## src/rtl/serial_addsub.sv

```systemverilog
`timescale 1ns/1ps
// Bit-serial add/subtract, LSB first: accept in IDLE, WIDTH RUN cycles, one DONE cycle (start ignored while busy/done).
// Optional signed-overflow output `ovf` is built only when SERIAL_ADDSUB_OVF_EN is defined.
module serial_addsub #(
  parameter int WIDTH = 8
) (
  input  logic             clk,
  input  logic             rst_n,
  input  logic             start,
  input  logic             mode,
  input  logic [WIDTH-1:0] a,
  input  logic [WIDTH-1:0] b,
  output logic             busy,
  output logic             done,
  output logic [WIDTH-1:0] result,
`ifdef SERIAL_ADDSUB_OVF_EN
  output logic             ovf,
`endif
  output logic             cout
);

  localparam int CW = (WIDTH > 1) ? $clog2(WIDTH) : 1;

  typedef enum logic [1:0] {IDLE, RUN, DONE} state_t;

  state_t           state, state_nxt;
  logic [WIDTH-1:0] a_sh, b_sh;
  logic             mode_r;
  logic             c;
  logic [CW-1:0]    cnt;
  logic             accept, last_bit;
  logic             x, y, s, c_nxt;

  always_ff @(posedge clk or negedge rst_n) begin
    if (!rst_n) state <= IDLE;
    else        state <= state_nxt;
  end

  always_comb begin
    state_nxt = state;
    accept    = 1'b0;
    case (state)
      IDLE: if (start) begin
        state_nxt = RUN;
        accept    = 1'b1;
      end
      RUN:  if (last_bit) state_nxt = DONE;
      DONE: state_nxt = IDLE;
      default: state_nxt = IDLE;
    endcase
  end

  assign busy = (state == RUN);
  assign done = (state == DONE);

  // One shared full adder / full subtractor cell on the current LSBs.
  assign x        = a_sh[0];
  assign y        = b_sh[0];
  assign s        = x ^ y ^ c;
  assign c_nxt    = mode_r ? ((~x & y) | (~(x ^ y) & c))
                           : ((x & y)  | ((x ^ y) & c));
  assign last_bit = (cnt == CW'(WIDTH - 1));

  always_ff @(posedge clk or negedge rst_n) begin
    if (!rst_n) begin
      a_sh   <= '0;
      b_sh   <= '0;
      mode_r <= 1'b0;
      c      <= 1'b0;
      cnt    <= '0;
      result <= '0;
      cout   <= 1'b0;
`ifdef SERIAL_ADDSUB_OVF_EN
      ovf    <= 1'b0;
`endif
    end else if (accept) begin
      a_sh   <= a;
      b_sh   <= b;
      mode_r <= mode;
      c      <= 1'b0;
      cnt    <= '0;
    end else if (state == RUN) begin
      a_sh   <= a_sh >> 1;
      b_sh   <= b_sh >> 1;
      c      <= c_nxt;
      cnt    <= cnt + CW'(1);
      result <= {s, result[WIDTH-1:1]};
      cout   <= c_nxt;
`ifdef SERIAL_ADDSUB_OVF_EN
      // Updated every bit; only the value computed on the MSB survives to done.
      ovf    <= mode_r ? ((x ^ y) & (s ^ x)) : (c ^ c_nxt);
`endif
    end
  end

endmodule

```

## config.mk

```make
export PLATFORM = sky130hd
export DESIGN_NAME = serial_addsub
export DESIGN_NICKNAME = d
export VERILOG_FILES = /design/src/rtl/serial_addsub.sv
export SDC_FILE = /design/constraint.sdc
export NUM_CORES = 1
export LEC_CHECK = 0
export BUFFER_PORTS_ARGS = -buffer_cell sky130_fd_sc_hd__clkbuf_2
export CORE_MARGIN = 10
export CORE_UTILIZATION = 45
export DETAILED_ROUTE_END_ITERATION = 12
export HOLD_SLACK_MARGIN = 0.05
export PLACE_DENSITY = 0.7
export SYNTH_ARGS = -nofsm -noshare
export SYNTH_HDL_FRONTEND = slang
export SYNTH_SLANG_ARGS = --single-unit
```

## constraint.sdc

```tcl
create_clock -name clk -period 1.4 [get_ports clk]
set_clock_uncertainty 0.05 [all_clocks]
set_input_delay 0.21 -clock clk [delete_from_list [all_inputs] [get_ports clk]]
set_output_delay 0.21 -clock clk [all_outputs]
set_load 0.02 [all_outputs]
```

==> results.md, run 1 <==
- The flow ran to the end, but the final reports show violations.
- The final reports fail on negative setup slack.
- The number of antenna violations at the first check in global routing is 0.
- The H-tree was split into 2 levels.
- After floorplanning, the core was sized to cover 3080 sq um.
- After routing the design area is 1890 sq um.
- The number of violations of the max-capacitance limit is 0.
- The aggregate global routing overflow is 0.
- In the final layout, flip-flops and latches occupy 805 sq um.
- Including well taps, the total number of placed cells is 197.
- The overall routing resource usage is 11.9%.
- The maximum achievable frequency is 700 MHz.
- Counting cells, the worst reg-to-reg path comes to 4.
- The average instance area after synthesis is 11.7 sq um.
- The count of pins over their slew limit was 0.
- Excluding fillers, the count of instances in the completed layout stands at 217.
- The cell type contributing the most total cell area after synthesis is dfrtp_1.
- The origin of the critical flop-to-flop path is state[0].
- The number of global-route vias before repair is 1,202.
- The register bit total from synthesis is 32.
- The TritonCTS clock tree is built.
- For the finished layout, the period the worst path requires is 1430 ps.
- The post-layout net count is 197.
- The slew of the pin with the lowest slew margin is 401 ps.
- In the routed layout, each cell is associated on average with a via count of 5.39.
- Setup violations remaining at the end of the flow were counted as 1.
- Clock latency on the worst-skew pair, taken at its later pin, is 340 ps.
- The placer's final routability congestion estimate is 0.773.
- The startpoint kind of the worst setup timing path is a flop.
- In the post-route analysis, the smallest setup slack over all paths is -29.5 ps.
- From synthesis to final layout, the design area changed by 30.2%.
- The first detailed-routing pass took 4 iterations.
- The floorplan die area is 5900 sq um.
- The antenna diode count is 0.
- Cell internal power was estimated by the tool at 0.00266 W.
- The number of vias after detailed routing is 1,169.
- Entering global routing, the biggest net connects 33 pins.
- On the worst path, the slowest cell contributes a delay of 450 ps.
- Dividing the detail-routed wire length by the instance count gives 15.7 microns.
- The share of power burned in the clock network is 11.2%.
- Once detailed placement completed, the half-perimeter wirelength came to 2360 microns.
- The detail route stage leaves a number of antenna-violating nets equal to 0.
- The clock drives 32 sinks.
- The worst register-to-register path has a setup slack of 10 ps.
- The count of buffers added on input and output ports is 30.
- In the final layout, the share of cells above drive strength 1 is 45.1%.
- The worst endpoint required time is 1140 ps.
- The post-synthesis instance total is 124.
- The master cell of the clock root buffer is clkbuf_4.
- In the routed design, unresolved DRC markers number 0.
- The type of the tightest min-delay check is in2reg.
- The top cell type's share of synthesized area is 55.1%.
- The critical-path cell with the highest stage delay is dfrtp_2.
- The top fanout value on the critical path is 4.
- The critical path starts at state[0].
- By area the synthesized netlist is led by dfrtp_1 55%, o22ai_1 10%, a21oi_1 4.1%.
- The analysis attributes to cell leakage a power of 0.877 nW.
- Summing all multi-input logic gate instances after layout gives 622 sq um.
- The die height is 76.8 microns.
- The proportion of synthesized chip area in sequential cells is 55.1%.
- During synthesis, Yosys emitted a total of 0 warnings.
- The net switching fraction of the power is 38.6%.
- The total power is 0.00433 W.
- The final design utilization is 61.5%.
- The detailed router finished its first iteration with 79 violations.
- At the worst endpoint, the arrival time is 1170 ps.
- The effective utilization at floorplan is 47.2%.
- Clock tree synthesis inserted a total of 5 buffers.
- The number of top-level pins is 31.
- Clock-pin slew was measured on the worst setup and hold paths at 100 ps.
- The worst register-to-register path ends at result[0].
- The setup path with the least slack is of type reg2out.
- The routed design has 3410 microns of wire.
- The final count of hold timing violations is 0.
- The die is 76.8 microns wide.
- The relative slew slack is 73.2%.
- Walking the worst path, the cells encountered are buf_12 > nand2b_4 > inv_4 > buf_8.
- After floorplanning, the core was divided into 20 placement rows.
- The post-synthesis net count is 148.
- The switching power is 0.00167 W.
- STA classifies the critical path endpoint as a primary output.
- In this run the cell area of the synthesized design comes to 1450 sq um.
- The share of total power in combinational logic is 48.4%.
- The first global-routing pass estimated 5710 microns of wire.
- The period utilization is 102%.
- The power share of the sequential group is 40.3%.
- The placed instances occupy a cell area of 1660 sq um.
- The maximum buffer depth of the clock tree is 2.
- The power density over cell area is 2290 nW/um^2.
- Following the worst setup path forward leads to its endpoint at busy.
- Counting the fill cells in the layout gives 265.
- The number of distinct library cell variants in the gate-level netlist after synthesis is 26.
- The worst voltage drop across the vdd grid is 1020 uV.
- Setup repair after global routing could not meet its margin everywhere.
## sequential cells by signal, summed over array words and instances (netlist names)
signal / flops
a_sh: 8
state: 2
c: 1
cnt: 3
cout: 1
b_sh: 8
mode_r: 1
result: 8
## power groups by stage
stage,Clock (W),Sequential (W),Combinational (W)
floorplan,0,0.00182,0.00120
global placement,0,0.00172,0.00167
detailed placement,0,0.00175,0.00175
CTS,0.000494,0.00173,0.00204
global route,0.000539,0.00181,0.00230
finish,0.000485,0.00175,0.00210
## cell families (layout without fill, tap and decap cells)
kind of cell               count (synthesis)  in the layout  share of synthesized area, %
and+or+nand+nor                           16             17                          6.11
adders and majority gates                  4              4                          4.47
DFF                                       32             32                          55.1
AOI/OAI and AO/OA                         50             50                          21.3
muxes                                      9              9                          7.66
buffers and inverters                     13             61                          5.42
## area by class of cell
class	instances	share of cell area [%]
Timing Repair Buffer	50	18.4
Clock inverter	1	0.264
Multi-Input combinational cell	80	32.8
Tap cell	44	2.91
Inverter	4	0.925
Clock buffer	6	2.18
Sequential cell	32	42.5
## layout by cell type, fill, tap and decap left out, types with 2 or more instances in the layout
cell / count
nor2_4: 2
o22ai_2: 2
a2bb2oi_1: 2
dfrtp_2: 3
nand2_1: 4
buf_4: 14
dfrtp_1: 29
buf_8: 2
clkbuf_4: 5
buf_6: 2
fa_2: 2
o22ai_1: 22
a22o_1: 2
mux2_2: 5
nand2b_2: 2
o21ai_0: 6
nor2_1: 3
clkbuf_2: 28
dlygate4sd3_1: 3
nand2b_1: 2
ha_1: 2
mux2_4: 3
a21oi_1: 12
inv_2: 2
a21o_1: 2
## how the worst min path moves through the flow
stage,slack (ps),depth (start not counted),from,endpoint
after floorplan,-140,0,rst_n,a_sh[0]
after global placement,200,2,rst_n,result[0]
after detailed placement,200,2,rst_n,result[1]
after CTS,60,2,mode,mode_r
after global routing,60,2,mode,mode_r
final,70,2,mode,mode_r
## synth_stat cells, drive strengths merged
library cell  count
a21o              2
a21oi            12
a22o              2
a2bb2oi           2
and3              1
buf               7
clkbuf            2
dfrtp            32
fa                2
ha                2
inv               4
mux2              8
mux2i             1
nand2             4
nand2b            4
nor2              5
nor2b             1
o21ai             6
o21bai            1
o221a             1
o22ai            24
or4b              1
## what timing repair did
| item | in CTS | in global routing |
|---|---|---|
| setup endpoints to repair | 4 | 19 |
| buffers inserted | 8 | 1 |
| endpoints found under the hold margin | 34 | 0 |
| gates resized for setup | 15 | 10 |
| cloned | 1 | 0 |
| pin swaps | 2 | 2 |
| hold buffers | 3 | 0 |
## worst max-delay path, delay by kind of cell, from the launching register on
kind / cells / cell delay [ps]
DFF: 1 / 450
buffers and inverters: 3 / 300
and+or+nand+nor: 1 / 80
## per-layer routing
| layer | GRT usage (%) | vias up | wire [microns] |
|---|---|---|---|
| li1 | - | 556 | - |
| met1 | 13.4 | 570 | 1430 |
| met2 | 18.8 | 36 | 1650 |
| met3 | 5.01 | 7 | 277 |
| met4 | 6.13 | 0 | 54 |
| met5 | 0 | - | 0 |
## through the flow
| stage | worst slack [ps] | hold slack, ps | TNS (ps) |
|---|---|---|---|
| 3_5_place_dp | -11.1 | 205 | -20.9 |
| 3_3_place_gp | 42.6 | 196 | 0 |
| 4_1_cts | -39.9 | 65.0 | -41.5 |
| 5_1_grt | -71.1 | 62.3 | -312 |
| 6_report | -29.5 | 72.0 | -29.5 |
| 2_1_floorplan | 87.2 | -136 | 0 |
(Power assumes the default switching activity.)
==> run 2, diff against run 1 <==
BUFFER_PORTS_ARGS = -buffer_cell sky130_fd_sc_hd__buf_2   (was -buffer_cell sky130_fd_sc_hd__clkbuf_2)
SETUP_SLACK_MARGIN = 0.4   (was not set)
==> run 2 against run 1 <==
Effect of this change:
- the flow still finishes with violations (negative setup slack)
- sequential power increased by 8%
- non-clock buffer count increased by 21
- routed wire length increased by 53%
- clock power increased by 69%
- die area unchanged
- largest power group unchanged
- sequential share of layout area decreased by 11 points
- via count increased by 20%
- sequential cell count unchanged
- first-iteration DRC count increased by 1.3%
- critical path depth unchanged
- hold slack got worse by 26 ps
- global-route usage increased by 3.9 points
==> results.md, run 2 (synthesis results as in run 1) <==
- The aggregate global routing overflow is 0.
- The floorplan die area is 5900 sq um.
- Counting the buffers created by CTS gives 5.
- The placed instances occupy a cell area of 1720 sq um.
- The antenna diode count is 0.
- The routed length per instance is 21.8 microns.
- The number of top-level pins is 31.
- The worst pin sits at a relative slew slack of 67.8%.
- The worst path uses 102% of the clock period.
- The largest registers in the layout are a_sh: 8 flops, b_sh: 8 flops, result: 8 flops.
- The worst setup path is of the reg2out kind.
- After filler insertion, the fill cell instance count of the layout stands at 155.
- The number of DRC markers in iteration 0 is 80.
- For this run, the total global-route usage over all layers was measured as 15.8%.
- The chip width is 76.8 microns.
- The filler-free cell count of the finished design is 239.
- The detailed-routing iteration count for the pre-antenna-repair pass is 5.
- The endpoint of the worst hold-timing path is mode_r.
- STA puts the critical path data required time at 1140 ps.
- The endpoint identified for the worst register-to-register timing path is c.
- The number of vias after detailed routing is 1,406.
- The tightest min-delay check is of the in2reg type.
- The number of global-route vias before repair is 1,529.
- The flow ran to the end, but the final reports show violations.
- No sink is reached through more buffers than the 2 on the longest clock path.
- The post-route setup TNS is -28.4 ps.
- The startpoint of the tightest hold check path is mode.
- The number of nets still failing antenna checks after routing is 0.
- For this design the ratio of total power to cell area is 2470 nW/um^2.
- The count of cells along the worst hold path is 2.
- The most common library cell in the layout ignoring fill and taps is dfrtp_1.
- The reg-to-reg setup timing slack is 10 ps.
- The worst voltage drop across the vdd grid is 1560 uV.
- The top fanout value on the critical path is 4.
- The half-perimeter wire length of the detailed placement result is 2570 microns.
- In this run the static leakage power is 1.09 nW.
- The final setup slack of the worst path is -28.4 ps.
- The total instance count after detailed placement is 197.
- At the pin with the least slew margin, the transition time is 483 ps.
- In the layout the commonest cells are 28 x dfrtp_1, 22 x buf_6, 22 x buf_4.
- The clock latency on the worst-skew pair is 350 ps.
- The clock tree synthesis step divided the H-tree into 2 levels.
- The core region is 3080 sq um.
- The final-report setup violation count is 1.
- Entering global routing, the biggest net connects 19 pins.
- The first global-routing pass estimated 7560 microns of wire.
- The final reports fail on negative setup slack.
- The maximum achievable frequency is 700 MHz.
- The worst hold slack after final layout is 45.6 ps.
- Once the floorplan was initialized, standard cells occupied 47.2% of the core.
- The master cell of the clock root buffer is clkbuf_4.
- From synthesis to final layout, the design area changed by 75.6%.
- The finished cells cover 2550 sq um.
- The die height is 76.8 microns.
- In this run the critical register-to-register path is launched from c.
- The number of port buffers is 30.
- The startpoint kind of the worst setup timing path is a flop.
- For the worst flop-to-flop path, the logic depth is 4.
- The count of pins over their slew limit is 0.
- The post-route minimum period is 1430 ps.
- For this block, the routed nets add up to 5220 microns of wire.
- After detailed routing, the number of vias per cell comes to 5.88.
- Setup repair after global routing could not meet its margin everywhere.
- STA classifies the critical path endpoint as a primary output.
- After clock tree synthesis, the clock-pin slew on the worst setup and hold paths is 110 ps.
- For this run, design rule violations remaining after detail routing come to 0.
- The number of antenna violations at the first check in global routing came to 0.
- The TritonCTS clock tree is built.
- At the end of routability-driven placement, the weighted congestion stood at 0.781.
- The final count of hold timing violations was 0.
- Data on the critical path arrives at its endpoint at 1170 ps.
- The total number of clock tree sinks is 32.
- The number of rows created at floorplan is 20.
- In the final layout, the share of cells above drive strength 1 is 71.3%.
- The final layout contains 218 nets.
- Max-cap violations in this run came to 0.
==> run 2: cell count changes in the layout (fill, tap and decap cells not counted), moves of 8 or more <==
cell | before | now
a21oi_1 | 12 | 2
buf_2 | 0 | 19
clkbuf_2 | 28 | 0
buf_6 | 2 | 22
o22ai_1 | 22 | 13
o22ai_4 | 0 | 11
a21oi_2 | 0 | 9
buf_4 | 14 | 22
==> run 2: through the flow <==
stage	util [%]	setup slack [ps]	total power, W
floorplan	-	87.9	0.00311
global placement	55.7	85.8	0.00352
finish	83.0	-28.4	0.00632
CTS	75.9	1.41	0.00562
global route	83.0	-67.6	0.00664
detailed placement	55.7	27.8	0.00365
==> run 2: metal layers <==
metal / vias up / global-route usage (%) / wire length [microns]
met5: - / 0 / 0
met4: 0 / 5.02 / 217
met3: 21 / 6.99 / 367
met2: 60 / 29.2 / 2710
met1: 714 / 15.3 / 1920
li1: 611 / - / -
==> run 2: area by class of cell <==
type                       instances  area (sq um)  share of cell area, %
sequential                        32           806                   31.6
tap                               44          55.1                   2.16
clock inverter                     1          30.0                   1.18
inverter                           4          21.3                  0.833
clock buffer                       7          65.1                   2.55
multi-input combinational         80           921                   36.1
timing repair buffer              71           656                   25.7
==> run 2: how the worst max path moves through the flow <==
| stage | end | start | slack (ps) | cells after the start |
|---|---|---|---|---|
| after floorplan | result[4] | state[1] | 90 | 5 |
| after CTS | busy | state[0] | 1 | 4 |
| after global routing | busy | state[0] | -70 | 4 |
| final | busy | state[0] | -30 | 4 |
| after global placement | cout | state[1] | 90 | 4 |
| after detailed placement | c | state[1] | 30 | 4 |
==> run 2: critical path, stage by stage, from the launching register on <==
cell and delay [ps]:
dfrtp_2 440, buf_12 140, nand2b_4 80, inv_4 40
buf_6 120
==> run 2: repair_timing <==
| item | 4_1_cts | 5_1_grt |
|---|---|---|
| gates resized for setup | 72 | 34 |
| buffers inserted | 24 | 6 |
| endpoints found under the setup margin | 43 | 43 |
| endpoints found under the hold margin | 32 | 0 |
| pin swaps | 22 | 14 |
| gates cloned | 3 | 0 |
| hold buffers | 1 | 0 |
==> run 2: where the power goes <==
group	switching [W]	leakage, nW	internal (W)	total, W
clock network	0.000346	0.0515	0.000474	0.000819
logic	0.00154	0.665	0.00207	0.00361
registers	0.000507	0.375	0.00138	0.00189
total	0.00239	1.09	0.00392	0.00632
==> run 3, diff against run 2 <==
clock period = 1.3 ns   (was 1.4 ns; I/O delays follow)
==> run 3 against run 2 <==
Effect of this change:
- the run still ends with negative setup slack left
- via count down 6.2%
- core utilization fell by 1.1 points
- first-iteration DRC count is 21% higher
- die area stayed put
- final cell count stayed put
- critical path depth shrank 1
- hold slack improved by 19 ps
- clock power fell by 22%
- sequential share of layout area increased by 0.44 points
- register-to-register slack lost 99 ps
- critical path type unchanged
- critical endpoint unchanged
==> results.md, run 3 (synthesis results as in run 1) <==
- The arrival time at the worst endpoint is 1140 ps.
- The repair_antennas step left the layout with diodes totalling 0.
- Data on the critical path is required at its endpoint by 1050 ps.
- The detailed-routing iteration count for the pre-antenna-repair pass is 4.
- For hold timing, the worst endpoint is mode_r.
- The final route contains 1,319 vias.
- The critical path is of the reg2out type.
- For this design, the slowest cell found on the critical path is dfrtp_2.
- The number of global-route vias before repair is 1,423.
- For the pin with the worst max-slew slack, the measured transition is 386 ps.
- The count of cells along the worst hold path is 2.
- The multi-input combinational cell area is 928 sq um.
- Once the floorplan was initialized, standard cells occupied 47.2% of the core.
- The register cell area after layout is 806 sq um.
- The most common library cell in the layout ignoring fill and taps is dfrtp_1.
- Dividing the detail-routed via count by the number of cells gives 5.52.
- Dividing the detail-routed wire length by the instance count gives 19.6 microns.
- The post-route cell area is 2520 sq um.
- The number of cells on the worst reg-to-reg path is 3.
- Setup violations remaining at the end of the flow were counted as 11.
- The floorplan die area is 5900 sq um.
- Setup repair after global routing could not meet its margin everywhere.
- The overall routing resource usage is 14.6%.
- The internal power of the cells is 0.00391 W.
- Clock-pin slew was measured on the worst setup and hold paths at 90 ps.
- The top cell types in the final layout, fill and taps aside, are 28 x dfrtp_1, 24 x buf_4, 19 x buf_2, 19 x buf_6, 14 x o22ai_2.
- The reg-to-reg setup timing slack is -90 ps.
- The tool flagged a number of max-cap violations equal to 0.
- Routability-driven placement finished with a final weighted congestion of 0.717.
- The final setup slack of the worst path is -89.1 ps.
- The analysis attributes to cell leakage a power of 1.11 nW.
- The endpoint kind of the worst setup timing path is a primary output.
- After the first detailed-routing iteration, the DRC count stood at 97.
- From synthesis to final layout, the design area changed by 73.2%.
- The pin count of the biggest net entering global routing is 18.
- The share of cells above drive strength 1 is 71.8%.
- The power share of the sequential group is 31.9%.
- The total number of clock tree sinks is 32.
- For this run the aggregate overflow at the end of global routing stands at 0.
- Buffers inserted during clock tree synthesis total 5.
- No sink is reached through more buffers than the 2 on the longest clock path.
- The worst setup path is launched from a flop.
- The flow ran to the end, but the final reports show violations.
- The detail route stage leaves a number of antenna-violating nets equal to 0.
- Summed over all nets, the half-perimeter wirelength after detailed placement is 2460 microns.
- Buffers inserted to repair hold after CTS numbered 3.
- The final count of hold timing violations is 0.
- The worst hold path begins at mode.
- The largest registers in the layout are a_sh: 8 flops, b_sh: 8 flops, result: 8 flops.
- The power density over cell area is 2510 nW/um^2.
- 31 I/O pins were placed.
- The terminus of the critical flop-to-flop path is b_sh[3].
- The die height is 76.8 microns.
- The share of power burned in the clock network is 10.1%.
- The H-tree was split into 2 levels.
- In this run the clock root is driven by a clkbuf_4.
- The chip width is 76.8 microns.
- Summing all placed instances gives a cell area of 1750 sq um.
- The type of the tightest min-delay check is in2reg.
- The core area is 3080 sq um.
- The TritonCTS clock tree is built.
- Along the worst path, the maximum fanout reaches 3.
- The critical path goes through nand2b_4 > inv_4 > buf_6.
- The final layout contains 219 nets.
- The number of port buffers is 30.
- The number of antenna violations at the first check in global routing is 0.
- The post-route minimum period is 1390 ps.
- Of the available clock period, the critical path in the final layout requires 107%.
- The maximum cell stage delay along the critical path is 450 ps.
- In the routed design, unresolved DRC markers number 0.
- The layout has 174 filler cells.
- The number of rows created at floorplan is 20.
- The final layout contains routed wiring with a total length of 4680 microns.
- The final reports fail on negative setup slack.
- The switching power is 0.00241 W.
- Setup total negative slack on the finished layout was measured at -568 ps.
- In this run switching power makes up 38.2% of total power.
- The worst voltage drop across the vdd grid is 1430 uV.
- The wire length of the first global-routing pass is 6890 microns.
- The origin of the critical flop-to-flop path is state[1].
- The maximum achievable frequency is 720 MHz.
- The share of total power in combinational logic is 58.0%.
- The count of pins over their slew limit is 0.
- The relative slew slack is 74.3%.
- At the later pin of the worst-skew pair, clock insertion delay measures 330 ps.
[run 3: power by group through the flow]
stage | Clock [W] | Combinational, W | Sequential [W]
after global routing | 0.000695 | 0.00390 | 0.00208
after global placement | 0 | 0.00194 | 0.00186
after CTS | 0.000646 | 0.00294 | 0.00192
after floorplan | 0 | 0.00138 | 0.00198
after detailed placement | 0 | 0.00203 | 0.00190
final | 0.000639 | 0.00366 | 0.00202
[run 3: worst max-delay path, delay by kind of cell, from the launching register on]
family / cells / cell delay (ps)
and+or+nand+nor: 1 / 180
DFF: 1 / 450
buffers and inverters: 2 / 180
[run 3: cell type report]
cell class              count  area share [%]
clock buffers               7            2.58
inverters                   4           0.695
multi-input cells          81            36.9
flip-flops and latches     32            32.0
well taps                  44            2.19
repair buffers             71            25.7
[run 3: what timing repair did]
item                       4_1_cts  5_1_grt
pin swaps                       22       12
setup endpoints to repair       43       43
buffers inserted                17        6
hold endpoints to repair        35        1
cloned                           4        1
resized for setup               66       38
[run 3: layer usage]
metal  GRT usage (%)  part of all wire [%]  vias to the layer above
met2            25.4                    51                       37
li1                -                     -                      605
met3            6.41                   5.8                        9
met1            15.1                    41                      668
met4            5.76                   1.7                        0
met5               0                     0                        -
[run 3: worst max-delay path by stage]
stage	from	endpoint	slack, ps	cells after the start
after floorplan	state[1]	result[4]	-10	5
after global placement	c	c	-2	4
after detailed placement	c	c	-50	4
after CTS	state[0]	done	-70	3
after global routing	state[1]	busy	-140	3
final	state[1]	busy	-90	3
[run 3: through the flow]
step	utilization (%)	hold WS (ps)	total power, W	std cells	worst slack, ps
2_1_floorplan	-	-151	0.00335	124	-12.1
3_3_place_gp	56.7	80.5	0.00381	201	-2.29
3_5_place_dp	56.7	84.1	0.00393	201	-47.7
4_1_cts	73.4	26.3	0.00550	232	-68.4
5_1_grt	81.8	38.5	0.00667	239	-135
6_report	81.8	64.9	0.00632	239	-89.1
